--- config.mk ---
export PLATFORM = sky130hd
export DESIGN_NAME = parity_unit
export DESIGN_NICKNAME = d
export VERILOG_FILES = /design/src/rtl/parity_pkg.sv /design/src/rtl/parity_checker.sv /design/src/rtl/parity_unit.sv
export SDC_FILE = /design/constraint.sdc
export NUM_CORES = 1
export LEC_CHECK = 0
export ABC_AREA = 1
export CAP_MARGIN = 5
export CORE_MARGIN = 3
export CORE_UTILIZATION = 50
export DETAILED_ROUTE_END_ITERATION = 10
export PLACE_DENSITY = 0.86
export SYNTH_ARGS = -nofsm -noshare
export SYNTH_HDL_FRONTEND = slang
export SYNTH_SLANG_ARGS = --single-unit
--- constraint.sdc ---
create_clock -name clk -period 1.7 [get_ports clk]
set_input_delay 0.255 -clock clk [delete_from_list [all_inputs] [get_ports clk]]
set_output_delay 0.255 -clock clk [all_outputs]
set_load 0.05 [all_outputs]
--- src/rtl/parity_pkg.sv ---
// -----------------------------------------------------------------------------
// parity_pkg
// Shared definitions for the UART parity block.
//   par_mode_e  : parity mode encodings (unlisted codes behave as PAR_NONE)
//   has_parity  : 1 when the mode puts a parity bit on the line
//   par_expect  : parity bit for a given XOR accumulation and mode
//   len_clamp   : maps a requested data length onto 1..width
// -----------------------------------------------------------------------------
package parity_pkg;

    typedef enum logic [2:0] {
        PAR_NONE  = 3'b000,
        PAR_EVEN  = 3'b001,
        PAR_ODD   = 3'b010,
        PAR_MARK  = 3'b011,
        PAR_SPACE = 3'b100
    } par_mode_e;

    function automatic logic has_parity(input logic [2:0] mode);
        case (par_mode_e'(mode))
            PAR_EVEN, PAR_ODD, PAR_MARK, PAR_SPACE: return 1'b1;
            default:                                return 1'b0;
        endcase
    endfunction

    // acc_bit is the XOR of all counted data bits.
    function automatic logic par_expect(input logic acc_bit, input logic [2:0] mode);
        case (par_mode_e'(mode))
            PAR_EVEN: return acc_bit;
            PAR_ODD:  return ~acc_bit;
            PAR_MARK: return 1'b1;
            default:  return 1'b0;   // space, none and reserved codes
        endcase
    endfunction

    // A length of 0, or one beyond the datapath, means "full width".
    function automatic int unsigned len_clamp(input int unsigned len, input int unsigned width);
        return ((len == 0) || (len > width)) ? width : len;
    endfunction

endpackage

--- src/rtl/parity_checker.sv ---
// -----------------------------------------------------------------------------
// parity_checker
// RX half of the parity block: accumulates parity over incoming serial bits,
// checks the received parity bit and keeps a saturating mismatch count.
// Ports:
//   clk, rst         : clock, asynchronous active-low reset
//   parity_mode      : mode, sampled at rx_start
//   data_len         : data length, clamped and sampled at rx_start
//   rx_start         : begins a frame (clears accumulator and bit count)
//   rx_bit_valid     : rx_bit carries a data bit this cycle
//   rx_bit           : serial data bit
//   rx_par_valid     : rx_par_bit carries the frame's parity bit
//   rx_par_bit       : received parity bit
//   err_clr          : clears err_count (wins over a same-cycle increment)
//   par_err          : one-cycle pulse on a parity mismatch
//   err_count        : saturating mismatch count
// -----------------------------------------------------------------------------
module parity_checker
    import parity_pkg::*;
#(
    parameter int WIDTH = 8,
    parameter int LEN_W = 4,
    parameter int CNT_W = 8
) (
    input  logic             clk,
    input  logic             rst,
    input  logic [2:0]       parity_mode,
    input  logic [LEN_W-1:0] data_len,
    input  logic             rx_start,
    input  logic             rx_bit_valid,
    input  logic             rx_bit,
    input  logic             rx_par_valid,
    input  logic             rx_par_bit,
    input  logic             err_clr,
    output logic             par_err,
    output logic [CNT_W-1:0] err_count
);

    localparam logic [CNT_W-1:0] CNT_MAX = {CNT_W{1'b1}};

    logic [2:0]       r_mode;
    logic [LEN_W-1:0] r_len;
    logic [LEN_W-1:0] r_cnt;
    logic             r_acc;
    logic             r_par_err;
    logic [CNT_W-1:0] r_err_count;

    logic [LEN_W-1:0] w_len_c;
    logic             w_mismatch;

    assign w_len_c    = LEN_W'(len_clamp(32'(data_len), WIDTH));
    // The check uses the accumulator as registered, i.e. bits from earlier cycles.
    assign w_mismatch = rx_par_valid && has_parity(r_mode)
                        && (rx_par_bit != par_expect(r_acc, r_mode));

    always_ff @(posedge clk or negedge rst) begin
        if (!rst) begin
            r_mode      <= '0;
            r_len       <= '0;
            r_cnt       <= '0;
            r_acc       <= 1'b0;
            r_par_err   <= 1'b0;
            r_err_count <= '0;
        end else begin
            if (rx_start) begin
                r_mode <= parity_mode;
                r_len  <= w_len_c;
                // A bit arriving with the start pulse is the frame's first bit.
                r_acc  <= rx_bit_valid & rx_bit;
                r_cnt  <= rx_bit_valid ? LEN_W'(1) : '0;
            end else if (rx_bit_valid && (r_cnt < r_len)) begin
                r_acc <= r_acc ^ rx_bit;
                r_cnt <= r_cnt + LEN_W'(1);
            end

            r_par_err <= w_mismatch;

            if (err_clr) begin
                r_err_count <= '0;
            end else if (w_mismatch && (r_err_count != CNT_MAX)) begin
                r_err_count <= r_err_count + CNT_W'(1);
            end
        end
    end

    assign par_err   = r_par_err;
    assign err_count = r_err_count;

endmodule

--- src/rtl/parity_unit.sv ---
// -----------------------------------------------------------------------------
// parity_unit
// UART parity block. TX: latches a frame word with its length and mode, then
// produces the parity bit one edge later. RX: delegated to parity_checker.
// Ports:
//   clk, rst        : clock, asynchronous active-low reset
//   busy            : serializer busy; blocks TX latching
//   data            : TX frame data, LSB-aligned
//   data_valid      : TX data present
//   data_len        : valid data bits (0 or >WIDTH means WIDTH)
//   parity_mode     : parity mode (see parity_pkg)
//   parity_bit      : generated TX parity bit
//   parity_valid    : one-cycle pulse when parity_bit is updated
//   parity_en       : latched frame carries a parity bit
//   rx_*, err_clr   : RX inputs, see parity_checker
//   par_err         : RX mismatch pulse
//   err_count       : RX saturating mismatch count
// -----------------------------------------------------------------------------
module parity_unit
    import parity_pkg::*;
#(
    parameter int WIDTH = 8,
    parameter int LEN_W = 4,
    parameter int CNT_W = 8
) (
    input  logic             clk,
    input  logic             rst,
    input  logic             busy,
    input  logic [WIDTH-1:0] data,
    input  logic             data_valid,
    input  logic [LEN_W-1:0] data_len,
    input  logic [2:0]       parity_mode,
    output logic             parity_bit,
    output logic             parity_valid,
    output logic             parity_en,
    input  logic             rx_start,
    input  logic             rx_bit_valid,
    input  logic             rx_bit,
    input  logic             rx_par_valid,
    input  logic             rx_par_bit,
    input  logic             err_clr,
    output logic             par_err,
    output logic [CNT_W-1:0] err_count
);

    logic [WIDTH-1:0] r_data;
    logic [LEN_W-1:0] r_len;
    logic [2:0]       r_mode;
    logic             r_pend;
    logic             r_parity_bit;
    logic             r_parity_valid;
    logic             r_parity_en;

    logic             w_accept;
    logic [LEN_W-1:0] w_len_c;
    logic [WIDTH-1:0] w_masked;

    assign w_accept = data_valid & ~busy;
    assign w_len_c  = LEN_W'(len_clamp(32'(data_len), WIDTH));

    // NOTE: every signal written in an always_comb gets a default first, so no
    // path leaves it unassigned and no latch is inferred.
    always_comb begin
        w_masked = '0;
        for (int i = 0; i < WIDTH; i++) begin
            if (i < int'(r_len)) begin
                w_masked[i] = r_data[i];
            end
        end
    end

    // NOTE: sequential state uses non-blocking assignments only, so every
    // register samples the values from before the edge regardless of order.
    // NOTE: reset is asynchronous active-low; all TX state, including the
    // pending flag, is cleared so an in-flight frame is abandoned.
    always_ff @(posedge clk or negedge rst) begin
        if (!rst) begin
            r_data         <= '0;
            r_len          <= '0;
            r_mode         <= '0;
            r_pend         <= 1'b0;
            r_parity_bit   <= 1'b0;
            r_parity_valid <= 1'b0;
            r_parity_en    <= 1'b0;
        end else begin
            if (w_accept) begin
                r_data <= data;
                r_len  <= w_len_c;
                r_mode <= parity_mode;
            end
            r_pend <= w_accept;

            // Compute from the latched copy, so later input changes cannot
            // disturb a frame already accepted.
            if (r_pend) begin
                r_parity_bit <= par_expect(^w_masked, r_mode);
                r_parity_en  <= has_parity(r_mode);
            end
            r_parity_valid <= r_pend;
        end
    end

    assign parity_bit   = r_parity_bit;
    assign parity_valid = r_parity_valid;
    assign parity_en    = r_parity_en;

    parity_checker #(
        .WIDTH (WIDTH),
        .LEN_W (LEN_W),
        .CNT_W (CNT_W)
    ) u_checker (
        .clk          (clk),
        .rst          (rst),
        .parity_mode  (parity_mode),
        .data_len     (data_len),
        .rx_start     (rx_start),
        .rx_bit_valid (rx_bit_valid),
        .rx_bit       (rx_bit),
        .rx_par_valid (rx_par_valid),
        .rx_par_bit   (rx_par_bit),
        .err_clr      (err_clr),
        .par_err      (par_err),
        .err_count    (err_count)
    );

endmodule

Word-level counts from Yosys, hierarchy flattened
Index checks and enable logic that the tools add are counted.
{"block": "word_totals", "in_bits": 25, "regBits": 40}
{"block": "op_classes", "n_reduce_logical": 11, "n_lt_le_gt_ge": 10, "bitwise": 6, "muxes": 20, "n_eq_ne": 10, "n_addsub": 2}
{"cell": "$lt A3 B4 Y1 const A", "n": 4}
{"cell": "$mux W8", "n": 2}
{"cell": "$mux W1", "n": 13}
{"cell": "$eq A3 B2 Y1 const B", "n": 4}
{"cell": "$mux W4", "n": 3}
{"cell": "$add A8 B1 Y8 const B", "n": 1}
{"cell": "$lt A1 B4 Y1 const A", "n": 2}
{"cell": "$lt A2 B4 Y1 const A", "n": 2}
{"cell": "$ne A8 B8 Y1 const B", "n": 1}
{"cell": "$reduce_or A4 Y1", "n": 2}
{"cell": "$reduce_xor A8 Y1", "n": 1}
{"cell": "$eq A3 B1 Y1 const B", "n": 2}
{"cell": "$eq A3 B3 Y1 const B", "n": 2}
{"cell": "$pmux W1 S3", "n": 2}
{"cell": "$add A4 B1 Y4 const B", "n": 1}
{"cell": "$gt A4 B4 Y1 const B", "n": 1}
{"cell": "$logic_and A1 B1 Y1", "n": 4}
{"cell": "$logic_not A4 Y1", "n": 1}
{"cell": "$lt A4 B4 Y1", "n": 1}
{"cell": "$reduce_bool A2 Y1", "n": 2}
{"cell": "$not A1 Y1", "n": 3}
{"cell": "$and A1 B1 Y1", "n": 2}
{"cell": "$logic_or A1 B1 Y1", "n": 1}
{"cell": "$ne A1 B1 Y1", "n": 1}
{"cell": "$xor A1 B1 Y1", "n": 1}

Longest topological paths before layout
{"block": "depth", "depth_word": 8, "mapped_depth": 13, "mapped_depth_nobuf": 13}

Cells and area by module
A second synthesis with hierarchy kept.
{"block": "hier_totals", "hier_cells": 286, "hier_area_um2": 2244.7}
{"mod": "parity_checker", "instances": 1, "area_each_um2": 1285.0, "cells_per_inst": 155}
{"mod": "parity_unit", "instances": 1, "area_each_um2": 959.7, "cells_per_inst": 131}

Worst setup path before layout
No wires, ideal clock.
{"block": "synth_path", "kind": "register to register", "from": "register u_checker.r_err_count[0] (netlist: u_checker.err_count[0])", "to": "register u_checker.r_err_count[6] (netlist: u_checker.err_count[6])", "arrival_time_ns": 1.726, "stages_incl_launch_ff": 9, "setup_time_ns": 0.121, "path_slack_ns": -0.147, "path_cell_list": "dfrtp_1 -> ha_1 -> nand2_1 -> nor3b_2 -> nand3_2 -> nand2_4 -> inv_4 -> a21oi_1 -> nor2_1"}
{"block": "synth_via", "elab_chain_cells": 3, "word_cells_on_any_way": 6, "cone_classes": "1 x add/sub; 1 x eq/ne; 2 x mux; 2 x reduce/logical"}
{"element": "from (decl)", "line": "parity_checker.sv:46", "source": "logic [CNT_W-1:0] r_err_count;"}
{"element": "from (signal assigned)", "line": "parity_checker.sv:81", "source": "r_err_count <= r_err_count + CNT_W'(1);"}
{"element": "$add A8 B1 Y8 or $ne A8 B8 Y1 (tied branches)", "line": "parity_checker.sv:81, parity_checker.sv:80"}
{"element": "$mux W8 or $logic_and A1 B1 Y1 (tied branches)", "line": "parity_checker.sv:80", "source": "end else if (w_mismatch && (r_err_count != CNT_MAX)) begin"}
{"element": "$mux W8 or $reduce_bool A2 Y1 (tied branches)"}
Parallel ways exist; a longest one is shown, timed or not. The select of a mux whose other input is x is not followed.
A chain may end at the register's enable or synchronous reset.

Final worst setup path
{"block": "layout_path", "from": "register u_checker.r_err_count[0] (netlist: u_checker.err_count[0])", "to": "register u_checker.r_err_count[5] (netlist: u_checker.err_count[5])"}
The elaborated chain is that of the path after synthesis.

==> reports/results.tsv <==
stage	metric	value	unit
clock_network	clkSinkCount	40	
worst_setup_path	crit_chain	ha_2, nand2_1, nor3b_4, nand3_2, nand2_4, inv_4, a21oi_1, nor2_1	
grt	grt_antenna_before_repair	0	
yosys	yosys_register_bits	40	
timing	hold_viol	0	
final_layout	area_growth	24.9	%
timing	finalCritPeriodShare	95.4	%
floorplan	die_h	71.0	µm
route	wl_per_cell	11.8	µm
grt	grt_max_degree	24	
pwr	power_density	894	mW/mm²
yosys	yosys_warnings	0	
floorplan	start_util	54.8	%
timing	final-setup-viol-count	0	
worst_setup_path	startpoint_type	flop	
pwr	pwr-share-seq	48.5	%
clock_network	clock_path_buffers	2	
floorplan	pin_count	37	
floorplan	die_w	71.0	µm
final_layout	n_antenna_cell	0	
floorplan	dieArea	0.00504	mm²
route	drt-initial-drc-count	97	
worst_setup_path	critPathSlowestCell	dfrtp_2	
worst_setup_path	slowest_delay	400	ps
route	routed-via-count	1900	
timing	max_slew_margin	60.9	%
yosys	ys_types	24	
pwr	power.share.switching	33.1	%
yosys	syn_nets	309	
final_layout	multi_input_area	982	µm²
clock_network	htreeDepth	2	
timing	skew	7.51	ps
route	drtAntennaViolNets	0	
clock_network	clock_latency	290	ps
worst_setup_path	critPathKind	flop to flop	
route	drtPass1Iterations	4	
pwr	pwr-share-clk	24.3	%
timing	tightest_slew	587	ps
floorplan	rows	22	
worst_setup_path	critPathCaptureType	flop	
route	vias_per_cell	5.11	
worst_hold_path	hold_class	flop to flop	
worst_setup_path	cp.arrival	1790	ps
pwr	peakVddDrop	537	µV
clock_network	cts_inserted_buffers	5	
placed_design	hpwlAfterDp	3300	µm
route	routed_wl	4390	µm
placed_design	gp_congestion	0.884	
pwr	p_total	2.36	mW
worst_setup_path	cp_max_fo	8	
pwr	internal-power	1.58	mW
floorplan	core_area	0.00385	mm²
placed_design	port_buffers	36	
worst_setup_path	required	1870	ps
grt	grt-ovfl-total	0	
final_layout	drive_above_1_share	13.9	%
timing	hold_slack	421	ps
timing	slew_viol_final	0	
grt	grt_usage	18.7	%
timing	max_freq	617	MHz
final_layout	n_fill_cell	313	
pwr	switching_power	781	µW
final_layout	nNetsFinal	355	
route	route.detailed.drc	0	
pwr	p_leak	1.36	nW
run	maxCapViolCount	0	
final_layout	area.sequential	0.00100	mm²
grt	grt_pass1_wl	7600	µm
pwr	comb_power_share	27.2	%
yosys	ys_seq_area_share	47.4	%
status	status	finished, final reports clean	
timing	finalCriticalPeriod	1620	ps
grt	grt_pass1_vias	1799	
clock_network	cts_tree	yes	
clock_network	clkTransAtPathRegs	70	ps
placed_design	post-place-ws	142	ps
timing	fin_ws	78.7	ps
clock_network	cts_root_buf	clkbuf_8	
yosys	synthCells	279	
yosys	synth.avg_cell_area	7.57	µm²
yosys	syn_area	0.00211	mm²
[power by group through the flow]
| stage | logic (mW) | registers, mW | clock network, mW |
|---|---|---|---|
| 5_1_grt | 0.733 | 1.16 | 0.631 |
| 4_1_cts | 0.640 | 1.14 | 0.593 |
| 3_3_place_gp | 0.615 | 1.15 | 0 |
| 3_5_place_dp | 0.636 | 1.16 | 0 |
| 6_report | 0.641 | 1.14 | 0.573 |
| 2_1_floorplan | 0.360 | 1.22 | 0 |
[cells by family after synthesis]
group / share of synthesized area, %
flip-flops: 47.4
AO/OA/AOI/OAI: 9.48
AND/OR/NAND/NOR: 32.0
XOR/XNOR: 1.24
buffers and inverters: 6.87
adder cells (fa/ha/maj): 2.96
[path summary, 6_finish.rpt]
kind,startpoint,end,slack (ps),depth (start not counted)
max,u_checker.err_count[0]$_DFFE_PN0P_,u_checker.err_count[5]$_DFFE_PN0P_,80,8
min,r_pend$_DFF_PN0_,parity_valid$_DFF_PN0_,420,0
max reg2reg,u_checker.err_count[0]$_DFFE_PN0P_,u_checker.err_count[5]$_DFFE_PN0P_,80,8
min reg2reg,r_pend$_DFF_PN0_,parity_valid$_DFF_PN0_,420,0
max in group asynchronous,rst,u_checker.r_len[3]$_DFFE_PN0P_,700,3
min in group asynchronous,rst,u_checker.err_count[2]$_DFFE_PN0P_,500,2
[sequential cells by signal (all words and copies together), names as in the netlist]
| signal | flops |
|---|---|
| parity_en | 1 |
| u_checker.r_cnt | 4 |
| r_pend | 1 |
| u_checker.err_count | 8 |
| u_checker.par_err | 1 |
| parity_valid | 1 |
| r_mode | 3 |
| r_data | 8 |
| parity_bit | 1 |
| r_len | 4 |
| u_checker.r_acc | 1 |
| u_checker.r_len | 4 |
| u_checker.r_mode | 3 |
[layer usage]
metal,vias up,GRT usage [%],share of wire [%]
met2,41,31.6,51
li1,973,-,-
met5,-,0,0
met1,880,23.5,43
met4,0,5.64,1.5
met3,6,4.69,4.7
[placed cells by master, fill, tap and decap left out, drive strengths merged]
cell type / instances
nor2: 29
o211ai: 1
inv: 35
clkdlybuf4s50: 23
dfrtp: 40
nand3: 24
clkbuf: 6
o21ai: 27
a21oi: 6
a21o: 1
ha: 5
nor3b: 1
o31ai: 2
nand4: 3
buf: 18
xor2: 3
nand2: 99
dlygate4sd3: 1
[final cells by class]
cell class	instances	share of cell area [%]
sequential	40	38.0
multi-input combinational	201	37.2
timing repair buffer	42	14.6
inverter	35	5.08
clock buffer	6	2.75
tap	48	2.28
[cell usage after synthesis, drive strengths merged]
cell	n	area share (%)
clkbuf	3	0.53
o31ai	2	0.95
nor2	29	6.1
o211ai	1	0.36
ha	5	3.0
o21ai	27	6.4
nand2	99	18
inv	35	6.3
nor3b	1	0.59
a21o	1	0.36
dfrtp	40	47
nand3	24	6.2
a21oi	6	1.4
nand4	3	0.89
xor2	3	1.2
[stage by stage]
step / TNS (ps) / instances / area (µm²) / util [%]
2_1_floorplan: 0 / 279 / 2110 / -
3_3_place_gp: 0 / 364 / 2530 / 65.7
4_1_cts: 0 / 371 / 2610 / 67.8
5_1_grt: -6.49 / 372 / 2640 / 68.4
6_report: 0 / 372 / 2640 / 68.4
3_5_place_dp: 0 / 364 / 2530 / 65.7
[worst max-delay path, delay by kind of cell (launching register included)]
kind	cells	cell delay (ps)
simple gates	5	700
flops	1	400
fa+ha+maj	1	200
compound gates	1	130
buf+inv	1	70
[repair_timing]
action                                  in CTS  in global routing
hold buffers                                 1                  0
endpoints found under the setup margin       0                  8
gates resized for setup                      0                  4
hold endpoints to repair                    22                  0
setup buffers                                0                  1
Power figures use the tool's default switching activity.
